`src/rtl/decode_pkg.sv`:
```
// Shared types for the decode/scan block: operating states and mode encodings.
package decode_pkg;

    typedef enum logic [1:0] {
        IDLE   = 2'd0,
        DIRECT = 2'd1,
        SCAN   = 2'd2
    } state_t;

    localparam logic MODE_DIRECT = 1'b0;
    localparam logic MODE_SCAN   = 1'b1;

endpackage

```
`src/rtl/tick_div.sv`:
```
// Scan prescaler: counts 0..div and emits a one-cycle tick on the terminal count.
module tick_div #(
    parameter int DIV_W = 16
) (
    input  logic             clk,
    input  logic             rst,
    input  logic             clr,
    input  logic             en,
    input  logic [DIV_W-1:0] div,
    output logic             tick
);

    logic [DIV_W-1:0] count;

    // ">=" rather than "==" so lowering div below the running count steps at once.
    assign tick = en && !clr && (count >= div);

    always_ff @(posedge clk) begin
        if (rst) begin
            count <= '0;
        end else if (clr) begin
            count <= '0;
        end else if (en) begin
            if (count >= div) begin
                count <= '0;
            end else begin
                count <= count + {{(DIV_W-1){1'b0}}, 1'b1};
            end
        end
    end

endmodule

```
`src/rtl/decode_scan.sv`:
```
// One-hot decoder with a DIRECT path from data_in and a SCAN path that walks a single
// active bit up or down at a programmable rate. The current state is exported for debug.
module decode_scan
    import decode_pkg::*;
#(
    parameter int SEL_W      = 3,
    parameter int DIV_W      = 16,
    parameter int ACTIVE_LOW = 0
) (
    input  logic                 clk,
    input  logic                 rst,
    input  logic                 en,
    input  logic                 mode,
    input  logic                 load,
    input  logic                 dir,
    input  logic [SEL_W-1:0]     data_in,
    input  logic [DIV_W-1:0]     div,
    output logic [2**SEL_W-1:0]  data_out,
    output logic [SEL_W-1:0]     index_out,
    output logic                 wrap,
    output state_t               state
);

    localparam int               OUT_W    = 2**SEL_W;
    localparam logic [SEL_W-1:0] ONE      = {{(SEL_W-1){1'b0}}, 1'b1};
    localparam logic [SEL_W-1:0] LAST     = {SEL_W{1'b1}};
    localparam logic [SEL_W-1:0] FIRST    = {SEL_W{1'b0}};
    localparam logic [OUT_W-1:0] INACTIVE = (ACTIVE_LOW != 0) ? {OUT_W{1'b1}} : {OUT_W{1'b0}};

    state_t           state_nxt;
    logic [SEL_W-1:0] index_nxt;
    logic [OUT_W-1:0] data_nxt;
    logic             wrap_nxt;
    logic             clr;
    logic             scan_en;
    logic             tick;

    function automatic logic [OUT_W-1:0] decode(input logic [SEL_W-1:0] sel);
        logic [OUT_W-1:0] v;
        v      = '0;
        v[sel] = 1'b1;
        return (ACTIVE_LOW != 0) ? ~v : v;
    endfunction

    tick_div #(
        .DIV_W (DIV_W)
    ) u_tick_div (
        .clk  (clk),
        .rst  (rst),
        .clr  (clr),
        .en   (scan_en),
        .div  (div),
        .tick (tick)
    );

    // State register; index/output registers share it so every output is a flop.
    always_ff @(posedge clk) begin
        if (rst) begin
            state     <= IDLE;
            index_out <= '0;
            data_out  <= INACTIVE;
            wrap      <= 1'b0;
        end else begin
            state     <= state_nxt;
            index_out <= index_nxt;
            data_out  <= data_nxt;
            wrap      <= wrap_nxt;
        end
    end

    // The state is re-derived from en/mode every cycle; no sticky transitions.
    always_comb begin
        state_nxt = IDLE;
        if (!en) begin
            state_nxt = IDLE;
        end else if (mode == MODE_SCAN) begin
            state_nxt = SCAN;
        end else begin
            state_nxt = DIRECT;
        end
    end

    // Actions follow the state being entered this cycle; 'state' is the previous one,
    // which is what identifies an entry into SCAN (prescaler restart, index kept).
    always_comb begin
        index_nxt = index_out;
        data_nxt  = INACTIVE;
        wrap_nxt  = 1'b0;
        clr       = 1'b0;
        scan_en   = 1'b0;
        case (state_nxt)
            DIRECT: begin
                index_nxt = data_in;
                data_nxt  = decode(data_in);
            end
            SCAN: begin
                scan_en = 1'b1;
                clr     = load || (state != SCAN);
                if (load) begin
                    index_nxt = data_in;
                end else if (tick) begin
                    if (dir) begin
                        index_nxt = index_out - ONE;
                        wrap_nxt  = (index_out == FIRST);
                    end else begin
                        index_nxt = index_out + ONE;
                        wrap_nxt  = (index_out == LAST);
                    end
                end
                data_nxt = decode(index_nxt);
            end
            default: begin
                index_nxt = index_out;
                data_nxt  = INACTIVE;
            end
        endcase
    end

endmodule

```
`config.mk`:
```
export PLATFORM = sky130hd
export DESIGN_NAME = decode_scan
export DESIGN_NICKNAME = d
export VERILOG_FILES = /design/src/rtl/decode_pkg.sv /design/src/rtl/tick_div.sv /design/src/rtl/decode_scan.sv
export SDC_FILE = /design/constraint.sdc
export NUM_CORES = 1
export LEC_CHECK = 0
export BUFFER_PORTS_ARGS = -buffer_cell sky130_fd_sc_hd__buf_2
export CAP_MARGIN = 30
export CORE_MARGIN = 2
export CORE_UTILIZATION = 30
export CTS_BUF_LIST = sky130_fd_sc_hd__clkbuf_4
export DETAILED_ROUTE_END_ITERATION = 8
export HOLD_SLACK_MARGIN = 0.12
export PLACE_DENSITY = 0.56
export SLEW_MARGIN = 15
export SYNTH_ARGS = -nofsm -noshare
export SYNTH_HDL_FRONTEND = slang
export SYNTH_HIERARCHICAL = 1
export SYNTH_SLANG_ARGS = --single-unit
export TNS_END_PERCENT = 100
```
`constraint.sdc`:
```
create_clock -name clk -period 8.2 [get_ports clk]
set_clock_uncertainty 0.2 [all_clocks]
set_input_delay 2.46 -clock clk [delete_from_list [all_inputs] [get_ports clk]]
set_output_delay 2.46 -clock clk [all_outputs]
set_load 0.05 [all_outputs]
```
# Word level (Yosys, flattened, before mapping)
# Index checks and enable logic that the tools add are counted.
[classes]
addsub = 3
n_mul = 0
n_div = 0
order_cmp = 5
eq_ne = 4
shift = 0
n_mux = 16
bitwise_logic = 2
n_reduce_logical = 10
[op_table]
columns = ["op", "count"]
rows = [
  ["adder 16 x 1 -> 16 bit, second input constant", 1],
  [">= comparator 16 bit", 1],
  ["two-way mux 16 bit", 1],
  ["case mux 8 bit (2 select lines)", 1],
  ["two-way mux 3 bit", 4],
  ["less-than comparator 3 x 4 -> 1 bit, second input constant", 2],
  ["demux 1 bit (select 3 bit)", 2],
  [">= comparator 3 x 1 -> 1 bit, second input constant", 2],
  ["case mux 3 bit (2 select lines)", 1],
  ["two-way mux 1 bit", 5],
  ["logical AND 1 bit", 4],
  ["two-way mux 2 bit", 2],
  ["OR reduction 4 bit", 1],
  ["adder 3 x 1 -> 3 bit, second input constant", 1],
  ["== test 3 bit, second input constant", 1],
  ["logical NOT 3 bit", 1],
  ["subtractor 3 x 1 -> 3 bit, second input constant", 1],
  ["== test 2 x 1 -> 1 bit, second input constant", 1],
  ["== test 2 bit, second input constant", 1],
  ["inequality test 2 bit, second input constant", 1],
  ["NOT 1 bit", 2],
  ["nonzero test 2 bit", 1],
  ["OR reduction 2 bit", 1],
  ["logical NOT 1 bit", 1],
  ["logical OR 1 bit", 1],
]
[totals]
reg_bits = 30
latchBits = 0
ram_bits = 0
mem_bits_ro = 0
in_bits = 25
out_inout_bits = 14
wordCells = 45
memories = 0

# Logic depth before layout (Yosys ltp)
# Gate-level depths: netlist of run 1.
[depth]
depth_word = 15
ltp_mapped = 12
mapped_depth_nobuf = 12

# Modules after synthesis
# The synthesis of run 1 kept the hierarchy.
[modules_own_cells]
columns = ["module", "instances", "cells_per_inst", "area_each_um2", "seq_area_each_um2"]
rows = [
  ["tick_div", 1, 135, 1193.6, 320.3],
  ["decode_scan", 1, 88, 709.4, 280.3],
]

# Worst setup path after synthesis of run 1
# No wires, ideal clock.
[synth_timing]
path_kind = "input port to flip-flop"
startpoint = "input port div[15]"
endpoint = "register data_out[2]"
setup_time_ps = 124
arrival_ps = 4467
t_required_ps = 7876
path_slack_ps = 3410
path_stages = 12
n_path_buf = 0
cell_sequence = "inv_1 > ha_1 > nand4_2 > nor3_2 > nand2_1 > nand3_1 > and3b_1 > inv_2 > or3_4 > a31o_1 > a22oi_1 > nor2_1"
[synth_between]
elab_chain_cells = 10
elab_cells_between_ends = 11
cone_classes = "order compare: 3; mux: 6; reduce/logical: 2"
[synth_rtl]
columns = ["element", "line", "rtl"]
rows = [
  ["from (decl)", "decode_scan.sv:17", "input logic [DIV_W-1:0] div,"],
  [">= comparator 16 bit (*)", "tick_div.sv:16", "assign tick = en && !clr && (count >= div);"],
  ["logical AND 1 bit (*)", "tick_div.sv:16", ""],
  ["via tick", "decode_scan.sv:36", "logic tick;"],
  ["two-way mux 3 bit (*)", "decode_scan.sv:101", "end else if (tick) begin"],
  ["two-way mux 3 bit (*)", "decode_scan.sv:99", "if (load) begin"],
  ["two-way mux 3 bit (*)", "decode_scan.sv:91", "case (state_nxt)"],
  ["less-than comparator 3 x 4 -> 1 bit (not written as such) or >= comparator 3 x 1 -> 1 bit (tied branches)", "decode_scan.sv:41", "v[sel] = 1'b1;"],
  ["logical AND 1 bit (not written as such)", "decode_scan.sv:41", ""],
  ["two-way mux 1 bit (not written as such)", "decode_scan.sv:41", ""],
  ["demux 1 bit (select 3 bit) (*)", "decode_scan.sv:41", ""],
  ["case mux 8 bit (2 select lines) (*)", "decode_scan.sv:91", ""],
  ["to (signal assigned)", "decode_scan.sv:66", "data_out <= data_nxt;"],
  ["to (decl)", "decode_scan.sv:18", "output logic [2**SEL_W-1:0] data_out,"],
]
# Mark *: on every way through the listed nets, which the timed path passes. The rest lies on a longest branch. The select of a mux whose other input is x is not followed.
# A chain may end at the register's enable or synchronous reset.

# Worst setup path after layout of run 1
# Same ends and word-level chain as after synthesis.

==> insert_results.sql, run 1 <==
INSERT INTO impl_metrics (metric_group, metric, value, unit) VALUES
('sta', 'post-route-min-period', '4.792', 'ns'),
('cts', 'htree_num_levels', '2', ''),
('die', 'die_height', '83.65', 'um'),
('global_routing', 'total_overflow_reported_by_the_global_router', '0', ''),
('place', 'dpl_worst_slack', '3.040', 'ns'),
('sta', 'worst_pin_slew', '0.6447', 'ns'),
('place', 'detailed_place_hpwl', '3112', 'um'),
('place', 'place.detailed.instances', '334', ''),
('synthesis', 'ys_warn_count', '6', ''),
('outcome', 'run_status', 'completed', ''),
('global_routing', 'antenna_found_initial', '0', ''),
('critical_path', 'crit_arrival', '4.82', 'ns'),
('global_routing', 'track_usage', '11.41', '%'),
('routing', 'drt-pass1-iter-count', '4', ''),
('cts', 'cts_tree', 'yes', ''),
('critical_path', 'worst-path-buf-inv', '3', ''),
('final_layout', 'antennaDiodeCount', '0', ''),
('synthesis', 'async_reset_ff_share', '0', '%'),
('critical_path', 'critical_setup_path_class', 'in -> reg', ''),
('routing', 'finalWirelength', '3919', 'um'),
('routing', 'number_of_vias_after_detailed_routing', '1645', ''),
('cts', 'numCtsBuffers', '5', ''),
('final_layout', 'filler_cell_count', '675', ''),
('place', 'port_buffers', '38', ''),
('sta', 'fin_ws', '3.408', 'ns'),
('cts', 'postCtsSetupRepairBufs', '0', ''),
('power_and_ir_drop', 'vdd_ir_drop_max', '52.96', 'uV'),
('place', 'gp_routability_congestion', '0.8442', ''),
('hold_path', 'hold_class', 'reg -> reg', ''),
('critical_path', 'timing.critical_path.fanout_max', '5', ''),
('final_layout', 'final_cell_count_no_fill', '342', ''),
('cts', 'clkTransAtPathRegs', '0.10', 'ns'),
('sta', 'fin_crit_sh', '58.44', '%'),
('sta', 'maxClockFrequency', '208.7', 'MHz'),
('global_routing', 'grt_pass1_wl', '6548', 'um'),
('routing', 'vias_per_cell', '4.810', ''),
('synthesis', 'synth_enable_flop_cells', '0', ''),
('synthesis', 'syn_nets', '266', ''),
('final_layout', 'final_common_cell', 'buf_2', ''),
('sta', 'report.final.hold_viol_count', '0', ''),
('sta', 'fin_setup_tns', '0', 'ns'),
('routing', 'drc_violations_left', '0', ''),
('cts', 'ctsHoldBuffers', '0', ''),
('die', 'die_area', '0.006996', 'mm^2'),
('die', 'floorplan.io_pins', '39', ''),
('routing', 'routed_wire_length_per_instance', '11.46', 'um'),
('critical_path', 'cp_data_required_time', '8.23', 'ns'),
('cts', 'clock_sink_count', '30', ''),
('power_and_ir_drop', 'cellLeakagePower', '0.001010', 'uW'),
('synthesis', 'yosys_most_used_dff', 'dfxtp_1', ''),
('cts', 'cts-resized-gates', '0', ''),
('final_layout', 'mostFrequentLayoutCells', 'buf_2, dfxtp_1, nor2_1', ''),
('sta', 'final_max_slew_viol_count', '0', ''),
('power_and_ir_drop', 'cellPowerDensity', '127.8', 'mW/mm^2'),
('synthesis', 'avgSynthCellArea', '8.534', 'um^2'),
('synthesis', 'yosys_cell_types', '53', ''),
('routing', 'drt-initial-drc-count', '48', ''),
('critical_path', 'critPathSlowestCell', 'or3_4', ''),
('die', 'die_width', '83.65', 'um'),
('synthesis', 'ys_ff_latch', '30', ''),
('run', 'timing.max_cap.violations', '0', ''),
('sta', 'slew-limit-headroom', '57.02', '%'),
('cts', 'cts.root.buffer_cell', 'clkbuf_4', ''),
('critical_path', 'slowest_delay', '0.38', 'ns'),
('global_routing', 'grt_start_max_net_pins', '16', ''),
('cts', 'cts-root-to-sink-buffers', '2', ''),
('critical_path', 'endpoint_kind', 'register', ''),
('die', 'core_area', '0.006241', 'mm^2'),
('sta', 'grt_setup_unrepaired', 'false', ''),
('sta', 'finalHoldWorstSlack', '0.3488', 'ns'),
('synthesis', 'synthesis.instances', '223', ''),
('critical_path', 'cpLargestDelayFamily', 'simple AND/OR/NAND/NOR gates', ''),
('final_layout', 'nets', '307', ''),
('die', 'number_of_rows_in_the_core_area', '29', ''),
('final_layout', 'layout-drive-gt1-share', '24.91', '%'),
('critical_path', 'timing.critical_path.from_type', 'primary input', ''),
('die', 'floorplan.initialDensity', '30.49', '%'),
('cts', 'clk_latency', '0.33', 'ns'),
('sta', 'setup_viol_count_final', '0', ''),
('global_routing', 'grt_pass1_vias', '1471', ''),
('synthesis', 'syn-cell-area', '0.001903', 'mm^2'),
('synthesis', 'sequential_area_share_after_synthesis', '31.56', '%'),
('final_layout', 'synth_to_layout_area_growth', '15.71', '%'),
('routing', 'final_antenna_net_count', '0', ''),
('critical_path', 'timing.critical_path.cells', 'buf_2 > inv_1 > ha_1 > nand4_2 > nor3_2 > nand2_1 > nand3_1 > and3b_1 > inv_2 > or3_4 > a31o_1 > a22oi_1 > nor2_1', '');
[sequential cells by signal, indices dropped and copies added, names as in the netlist]
register,flops
index_out,3
data_out,8
wrap,1
u_tick_div/count,16
state,2
[logic make-up after synthesis]
family,Yosys count,share of synthesized area (%)
compound gates,35,13.68
xor+xnor,16,7.363
fa+ha+maj,18,12.23
buf+inv,29,6.837
flops,30,31.56
mux,1,0.5260
simple gates,94,27.81
[worst min-delay path, delay by kind of cell, from the launching register on]
family	cells	cell delay, ns
DFF	1	0.37
xor gates and xnor gates	1	0.08
and+or+nand+nor	1	0.07
[per-stage QoR]
stage | area (um^2) | total power, uW | util (%)
after floorplan | 1903 | 189.8 | -
after global routing | 2202 | 299.5 | 35.28
after detailed placement | 2153 | 203.6 | 34.50
after global placement | 2153 | 203.3 | 34.50
final | 2202 | 281.4 | 35.28
after CTS | 2202 | 286.6 | 35.28
[Yosys cell counts (all sizes together), types with 2 or more instances]
master / instances / area (um^2)
nor2: 36 / 165.1
nand3: 7 / 35.03
a21oi: 9 / 45.04
a22oi: 6 / 45.04
ha: 17 / 212.7
xor2: 12 / 105.1
o21ai: 6 / 30.02
nand4: 7 / 50.05
nand2b: 3 / 26.27
and2: 2 / 13.77
nand3b: 2 / 18.77
nor3: 7 / 40.04
inv: 24 / 90.09
buf: 3 / 32.53
and4: 3 / 26.28
a32oi: 2 / 17.52
dfxtp: 30 / 600.6
xnor2: 4 / 35.03
nand2: 15 / 56.30
nor2b: 3 / 18.77
and3: 4 / 25.02
a31oi: 3 / 40.04
[where the power goes]
group	leakage (uW)	total [uW]	switching (uW)	internal, uW
logic	0.000740	49.4	31.5	17.9
registers	0.000243	151	2.53	148
clock network	0.0000277	81.4	50.8	30.5
[final timing paths]
check	startpoint	cells after the start	end	slack, ns
setup / recovery	div[15]	13	data_out[2]$_SDFF_PP0_	3.41
hold / removal	u_tick_div/count[8]$_SDFFE_PP0P_	2	u_tick_div/count[8]$_SDFFE_PP0P_	0.35
setup reg to reg	u_tick_div/count[0]$_SDFFE_PP0P_	12	data_out[5]$_SDFF_PP0_	5.21
hold reg to reg	u_tick_div/count[8]$_SDFFE_PP0P_	2	u_tick_div/count[8]$_SDFFE_PP0P_	0.35
[cell type report]
class	count	area [um^2]	area share, %
repair buffers	38	190.2	8.636
inverters	25	93.84	4.261
clock buffers	5	37.54	1.705
clock inverters	3	11.26	0.5114
well taps	77	96.34	4.375
flip-flops and latches	30	600.6	27.27
multi-input cells	164	1172	53.24
[layer usage]
metal | routed length (um) | track usage, % | vias up | share of wire (%)
met4 | 56 | 3.812 | 0 | 1.4
li1 | - | - | 860 | -
met3 | 200 | 3.462 | 7 | 5.1
met5 | 0 | 0 | - | 0
met2 | 1833 | 19.13 | 37 | 47
met1 | 1830 | 13.91 | 741 | 47
Note: power is estimated with default switching activity, not from simulation.
==> run 2, diff against run 1 <==
--- a/config.mk
+++ b/config.mk
@@ -12,7 +12,7 @@
 export CTS_BUF_LIST = sky130_fd_sc_hd__clkbuf_4
 export DETAILED_ROUTE_END_ITERATION = 8
 export HOLD_SLACK_MARGIN = 0.12
-export PLACE_DENSITY = 0.56
+export PLACE_DENSITY = 0.58
 export SLEW_MARGIN = 15
 export SYNTH_ARGS = -nofsm -noshare
 export SYNTH_HDL_FRONTEND = slang
==> constraint.sdc (replaced) <==
create_clock -name clk -period 4.23 [get_ports clk]
set_clock_uncertainty 0.2 [all_clocks]
set_input_delay 1.269 -clock clk [delete_from_list [all_inputs] [get_ports clk]]
set_output_delay 1.269 -clock clk [all_outputs]
set_load 0.05 [all_outputs]
==> insert_results.sql, run 2 (synthesized netlist as in run 1, its figures left out) <==
INSERT INTO impl_metrics (metric_group, metric, value, unit) VALUES
('sta', 'fin_crit_sh', '85.21', '%'),
('die', 'floorplan.initialDensity', '30.49', '%'),
('cts', 'cts-resized-gates', '0', ''),
('place', 'detailed_place_hpwl', '3046', 'um'),
('cts', 'ctsHoldBuffers', '0', ''),
('power_and_ir_drop', 'fin_total_pwr', '556.2', 'uW'),
('die', 'floorplan.io_pins', '39', ''),
('final_layout', 'antennaDiodeCount', '0', ''),
('final_layout', 'area_occupied_by_multi_input_gates', '0.001172', 'mm^2'),
('critical_path', 'timing.critical_path.fanout_max', '5', ''),
('critical_path', 'worstRegToRegCells', '12', ''),
('routing', 'final_antenna_net_count', '0', ''),
('cts', 'cts-root-to-sink-buffers', '2', ''),
('power_and_ir_drop', 'cellLeakagePower', '0.001016', 'uW'),
('sta', 'final_max_slew_viol_count', '0', ''),
('final_layout', 'final_common_cell', 'buf_2', ''),
('sta', 'fin_setup_tns', '0', 'ns'),
('outcome', 'run_status', 'completed', ''),
('die', 'die_width', '83.65', 'um'),
('sta', 'slew-limit-headroom', '57.48', '%'),
('global_routing', 'antenna_found_initial', '0', ''),
('place', 'port_buffers', '38', ''),
('routing', 'drt-initial-drc-count', '52', ''),
('critical_path', 'critical_setup_path_class', 'in -> reg', ''),
('final_layout', 'largest_register_ff_count', '16', ''),
('run', 'timing.max_cap.violations', '0', ''),
('die', 'die_area', '0.006996', 'mm^2'),
('routing', 'finalWirelength', '3992', 'um'),
('critical_path', 'critical_path.endpoint', 'data_out[2]$_SDFF_PP0_', ''),
('global_routing', 'grt_start_max_net_pins', '16', ''),
('critical_path', 'rr_startpoint', 'u_tick_div/count[0]$_SDFFE_PP0P_', ''),
('cts', 'clock_sink_count', '30', ''),
('critical_path', 'rr_endpoint', 'data_out[4]$_SDFF_PP0_', ''),
('hold_path', 'hold_class', 'reg -> reg', ''),
('cts', 'cts_tree', 'yes', ''),
('hold_path', 'hold_start', 'u_tick_div/count[15]$_SDFFE_PP0P_', ''),
('final_layout', 'nets', '307', ''),
('critical_path', 'endpoint_kind', 'register', ''),
('die', 'core_area', '0.006241', 'mm^2'),
('die', 'die_height', '83.65', 'um'),
('final_layout', 'filler_cell_count', '676', ''),
('sta', 'maxClockFrequency', '277.4', 'MHz'),
('cts', 'cts.root.buffer_cell', 'clkbuf_4', ''),
('final_layout', 'max_flop_register', 'u_tick_div/count', ''),
('final_layout', 'area.sequential', '600.6', 'um^2'),
('routing', 'routed_wire_length_per_instance', '11.67', 'um'),
('routing', 'drc_violations_left', '0', ''),
('global_routing', 'total_overflow_reported_by_the_global_router', '0', ''),
('global_routing', 'track_usage', '12.24', '%'),
('cts', 'postCtsSetupRepairBufs', '0', ''),
('critical_path', 'timing.critical_path.from_type', 'primary input', ''),
('final_layout', 'mostFrequentLayoutCells', 'buf_2, dfxtp_1, nor2_1', ''),
('cts', 'clkTransAtPathRegs', '0.09', 'ns'),
('cts', 'clk_latency', '0.32', 'ns'),
('sta', 'grt_setup_unrepaired', 'false', ''),
('critical_path', 'crit_arrival', '3.62', 'ns'),
('power_and_ir_drop', 'vdd_ir_drop_max', '134.1', 'uV'),
('sta', 'setup_viol_count_final', '0', ''),
('routing', 'vias_per_cell', '4.807', ''),
('final_layout', 'layout_top_registers', 'u_tick_div/count x16, data_out x8, index_out x3', ''),
('power_and_ir_drop', 'cellPowerDensity', '252.0', 'mW/mm^2'),
('sta', 'worst_pin_slew', '0.6378', 'ns'),
('critical_path', 'r2r_setup_slack', '1.22', 'ns'),
('sta', 'post-route-min-period', '3.604', 'ns'),
('cts', 'numCtsBuffers', '5', ''),
('place', 'gp_routability_congestion', '0.8556', ''),
('cts', 'htree_num_levels', '2', ''),
('critical_path', 'crit_path_start', 'div[15]', ''),
('sta', 'report.final.hold_viol_count', '0', ''),
('final_layout', 'layout-drive-gt1-share', '25.66', '%'),
('critical_path', 'cp_data_required_time', '4.25', 'ns'),
('global_routing', 'grt_pass1_vias', '1647', ''),
('global_routing', 'grt_pass1_wl', '7100', 'um'),
('final_layout', 'synth_to_layout_area_growth', '15.98', '%'),
('die', 'number_of_rows_in_the_core_area', '29', ''),
('routing', 'number_of_vias_after_detailed_routing', '1644', ''),
('routing', 'drt-pass1-iter-count', '4', '');
-- run 2: cell count changes in the layout (fill, tap and decap cells not counted), sizes merged --
cell,before,now
clkinv,4,3
clkbuf,5,6
-- run 2: report_power, final --
| part | leakage, uW | total [uW] | switching [uW] | internal (uW) |
|---|---|---|---|---|
| sequential | 0.000243 | 292 | 5.14 | 287 |
| combinational | 0.000740 | 96.2 | 61.3 | 34.8 |
| clock | 0.0000331 | 168 | 98.9 | 68.8 |
-- run 2: worst min path at each step --
stage	depth (start not counted)	end	slack, ns
2_1_floorplan	2	u_tick_div/count[15]$_SDFFE_PP0P_	0.29
3_3_place_gp	2	u_tick_div/count[15]$_SDFFE_PP0P_	0.32
3_5_place_dp	2	u_tick_div/count[15]$_SDFFE_PP0P_	0.32
4_1_cts	2	u_tick_div/count[15]$_SDFFE_PP0P_	0.35
5_1_grt	2	u_tick_div/count[14]$_SDFFE_PP0P_	0.38
6_report	2	u_tick_div/count[15]$_SDFFE_PP0P_	0.34
-- run 2: per-stage QoR --
| step | area (um^2) | util [%] | std cells | hold slack, ns | setup slack [ns] |
|---|---|---|---|---|---|
| after floorplan | 1903 | - | 223 | 0.2874 | 0.6309 |
| after global placement | 2153 | 34.50 | 334 | 0.3180 | 0.2849 |
| after detailed placement | 2153 | 34.50 | 334 | 0.3194 | 0.2859 |
| after CTS | 2207 | 35.36 | 342 | 0.3479 | 0.6297 |
| after global routing | 2207 | 35.36 | 342 | 0.3826 | 0.4020 |
| final | 2207 | 35.36 | 342 | 0.3383 | 0.6257 |
-- run 2: metal layers --
layer	track usage, %	up-vias	wire, um
met3	2.868	3	169
li1	-	855	-
met4	3.519	0	22
met5	0	-	0
met1	15.58	752	1957
met2	20.65	34	1843
-- run 2: worst max-delay path: stages --
cell and delay [ns]:
buf_2 0.08, inv_1 0.03, ha_1 0.31, nand4_2 0.14, nor3_2 0.25, nand2_1 0.15
nand3_1 0.13, and3b_1 0.28, inv_2 0.06, or3_4 0.38, a31o_1 0.27, a22oi_1 0.21
nor2_1 0.05
-- run 2: cell type report --
cell class	count	area share, %
timing repair buffer	38	8.617
clock buffer	6	2.041
clock inverter	2	0.3968
tap	77	4.365
multi-input combinational	164	53.12
sequential	30	27.21
inverter	25	4.252
==> run 3, diff against run 2 <==
--- a/config.mk
+++ b/config.mk
@@ -7,12 +7,13 @@
 export LEC_CHECK = 0
 export BUFFER_PORTS_ARGS = -buffer_cell sky130_fd_sc_hd__buf_2
 export CAP_MARGIN = 30
-export CORE_MARGIN = 2
-export CORE_UTILIZATION = 30
-export CTS_BUF_LIST = sky130_fd_sc_hd__clkbuf_4
+export CELL_PAD_IN_SITES_DETAIL_PLACEMENT = 0
+export CELL_PAD_IN_SITES_GLOBAL_PLACEMENT = 2
+export CORE_MARGIN = 5
+export CORE_UTILIZATION = 29
 export DETAILED_ROUTE_END_ITERATION = 8
 export HOLD_SLACK_MARGIN = 0.12
-export PLACE_DENSITY = 0.58
+export PLACE_DENSITY = 0.82
 export SLEW_MARGIN = 15
 export SYNTH_ARGS = -nofsm -noshare
 export SYNTH_HDL_FRONTEND = slang
==> insert_results.sql, run 3 (synthesized netlist as in run 1, its figures left out) <==
INSERT INTO impl_metrics (metric_group, metric, value, unit) VALUES
('power_and_ir_drop', 'net_switching_power', '175.1', 'uW'),
('sta', 'grt_setup_unrepaired', 'false', ''),
('global_routing', 'antenna_found_initial', '0', ''),
('global_routing', 'grt_pass1_vias', '1664', ''),
('routing', 'drt-initial-drc-count', '41', ''),
('critical_path', 'endpoint_kind', 'register', ''),
('final_layout', 'largest_register_ff_count', '16', ''),
('final_layout', 'final_common_cell', 'buf_2', ''),
('cts', 'htree_num_levels', '2', ''),
('routing', 'drt-pass1-iter-count', '4', ''),
('die', 'die_area', '0.008283', 'mm^2'),
('routing', 'vias_per_cell', '4.804', ''),
('critical_path', 'slowest_delay', '0.39', 'ns'),
('global_routing', 'global_route.usage.met2', '17.43', '%'),
('sta', 'finalHoldWorstSlack', '0.3400', 'ns'),
('final_layout', 'max_flop_register', 'u_tick_div/count', ''),
('cts', 'clock_sink_count', '30', ''),
('die', 'floorplan.initialDensity', '29.97', '%'),
('power_and_ir_drop', 'power.sequential.fraction', '46.5', '%'),
('critical_path', 'critPathSlowestCell', 'or3_4', ''),
('critical_path', 'number_of_logic_stages_on_the_critical_path_including_buffering', '13', ''),
('final_layout', 'layout_top_registers', 'u_tick_div/count x16, data_out x8, index_out x3', ''),
('final_layout', 'layout-drive-gt1-share', '25.66', '%'),
('final_layout', 'finalInstanceArea', '0.002245', 'mm^2'),
('cts', 'cts-root-to-sink-buffers', '2', ''),
('global_routing', 'most_utilized_layer_in_the_global_route_result', 'met2', ''),
('power_and_ir_drop', 'cellLeakagePower', '0.001031', 'uW'),
('cts', 'ctsHoldBuffers', '0', ''),
('critical_path', 'timing.critical_path.from_type', 'primary input', ''),
('routing', 'finalWirelength', '4130', 'um'),
('sta', 'fin_setup_tns', '0', 'ns'),
('run', 'timing.max_cap.violations', '0', ''),
('cts', 'cts-resized-gates', '0', ''),
('global_routing', 'track_usage', '10.56', '%'),
('place', 'port_buffers', '38', ''),
('outcome', 'run_status', 'completed', ''),
('die', 'core_area', '0.006350', 'mm^2'),
('die', 'die_height', '91.01', 'um'),
('die', 'floorplan.io_pins', '39', ''),
('hold_path', 'hold_class', 'reg -> reg', ''),
('final_layout', 'nets', '307', ''),
('global_routing', 'grt_start_max_net_pins', '16', ''),
('sta', 'final_max_slew_viol_count', '0', ''),
('power_and_ir_drop', 'power_frac_clock', '38.3', '%'),
('final_layout', 'synth_to_layout_area_growth', '17.95', '%'),
('sta', 'post-route-min-period', '3.648', 'ns'),
('final_layout', 'mostFrequentLayoutCells', 'buf_2, dfxtp_1, nor2_1', ''),
('routing', 'final_antenna_net_count', '0', ''),
('power_and_ir_drop', 'cellPowerDensity', '279.9', 'mW/mm^2'),
('global_routing', 'grtUsageMet1', '13.00', '%'),
('power_and_ir_drop', 'cell_internal_power', '453.2', 'uW'),
('critical_path', 'timing.critical_path.fanout_max', '5', ''),
('place', 'placement.cell_area', '0.002153', 'mm^2'),
('routing', 'number_of_vias_after_detailed_routing', '1643', ''),
('global_routing', 'total_overflow_reported_by_the_global_router', '0', ''),
('global_routing', 'grt_pass1_wl', '7341', 'um'),
('global_routing', 'gr-usage-met3', '3.471', '%'),
('critical_path', 'timing.critical_path.cells', 'buf_2 > inv_1 > ha_1 > nand4_2 > nor3_2 > nand2_1 > nand3_1 > and3b_1 > inv_2 > or3_4 > a31o_1 > a22oi_1 > nor2_1', ''),
('routing', 'routed_wire_length_per_instance', '12.08', 'um'),
('hold_path', 'hold-path-cell-count', '2', ''),
('critical_path', 'cp_data_required_time', '4.20', 'ns'),
('place', 'detailed_place_hpwl', '3254', 'um'),
('cts', 'clk_latency', '0.28', 'ns'),
('cts', 'cts_tree', 'yes', ''),
('critical_path', 'crit_arrival', '3.61', 'ns'),
('sta', 'setup_viol_count_final', '0', ''),
('critical_path', 'critical_setup_path_class', 'in -> reg', ''),
('critical_path', 'worst-path-buf-inv', '3', ''),
('power_and_ir_drop', 'fin_total_pwr', '628.3', 'uW'),
('sta', 'fin_crit_sh', '86.24', '%'),
('final_layout', 'antennaDiodeCount', '0', ''),
('sta', 'worst_pin_slew', '0.6314', 'ns'),
('power_and_ir_drop', 'vdd_ir_drop_max', '167.5', 'uV'),
('critical_path', 'worstRegToRegCells', '12', ''),
('cts', 'numCtsBuffers', '5', ''),
('sta', 'slew-limit-headroom', '57.90', '%'),
('final_layout', 'utilization', '35.35', '%'),
('die', 'die_width', '91.01', 'um'),
('place', 'gp_routability_congestion', '0.8132', ''),
('cts', 'postCtsSetupRepairBufs', '0', ''),
('sta', 'report.final.hold_viol_count', '0', ''),
('die', 'number_of_rows_in_the_core_area', '29', ''),
('power_and_ir_drop', 'net_switching_fraction_of_the_power', '27.87', '%'),
('cts', 'clkTransAtPathRegs', '0.07', 'ns'),
('power_and_ir_drop', 'power_frac_comb', '15.2', '%'),
('critical_path', 'cpLargestDelayFamily', 'simple AND/OR/NAND/NOR gates', ''),
('sta', 'maxClockFrequency', '274.1', 'MHz'),
('routing', 'drc_violations_left', '0', ''),
('cts', 'cts.root.buffer_cell', 'clkbuf_8', '');
[run 3: power by group through the flow]
stage,Combinational (uW),Clock (uW),Sequential (uW)
2_1_floorplan,56.5,0,311
3_3_place_gp,96.9,0,299
3_5_place_dp,96.6,0,298
4_1_cts,97.1,249,292
5_1_grt,108,264,293
6_report,95.5,241,292
[run 3: final timing paths]
path | startpoint | to | slack, ns
setup reg to reg | u_tick_div/count[0]$_SDFFE_PP0P_ | data_out[4]$_SDFF_PP0_ | 1.25
setup / recovery | div[15] | data_out[3]$_SDFF_PP0_ | 0.58
hold reg to reg | u_tick_div/count[8]$_SDFFE_PP0P_ | u_tick_div/count[8]$_SDFFE_PP0P_ | 0.34
hold / removal | u_tick_div/count[8]$_SDFFE_PP0P_ | u_tick_div/count[8]$_SDFFE_PP0P_ | 0.34
[run 3: per-layer routing]
metal,up-vias,part of all wire (%),wire length [um]
li1,854,-,-
met1,746,46,1900
met2,38,47,1928
met3,5,6.2,257
met4,0,1.1,44
met5,-,0,0
[run 3: cell type report]
class | count | area [um^2]
multi-input combinational | 164 | 1172
inverter | 25 | 93.84
fill | 685 | 4105
sequential | 30 | 600.6
timing repair buffer | 38 | 190.2
clock inverter | 1 | 5.005
clock buffer | 7 | 86.33
tap | 77 | 96.34
[run 3: metrics by stage]
step,instances,setup slack (ns)
2_1_floorplan,223,0.6309
4_1_cts,342,0.5571
6_report,342,0.5821
5_1_grt,342,0.3091
3_5_place_dp,334,0.2709
3_3_place_gp,334,0.2894
[run 3: worst reg2reg max path, delay by kind of cell (launching register included)]
kind,cells,cell delay [ns]
AND/OR/NAND/NOR,7,1.07
AO/OA/AOI/OAI,3,0.84
flip-flops,1,0.40
adder cells (fa/ha/maj),1,0.27
buffers and inverters,1,0.10
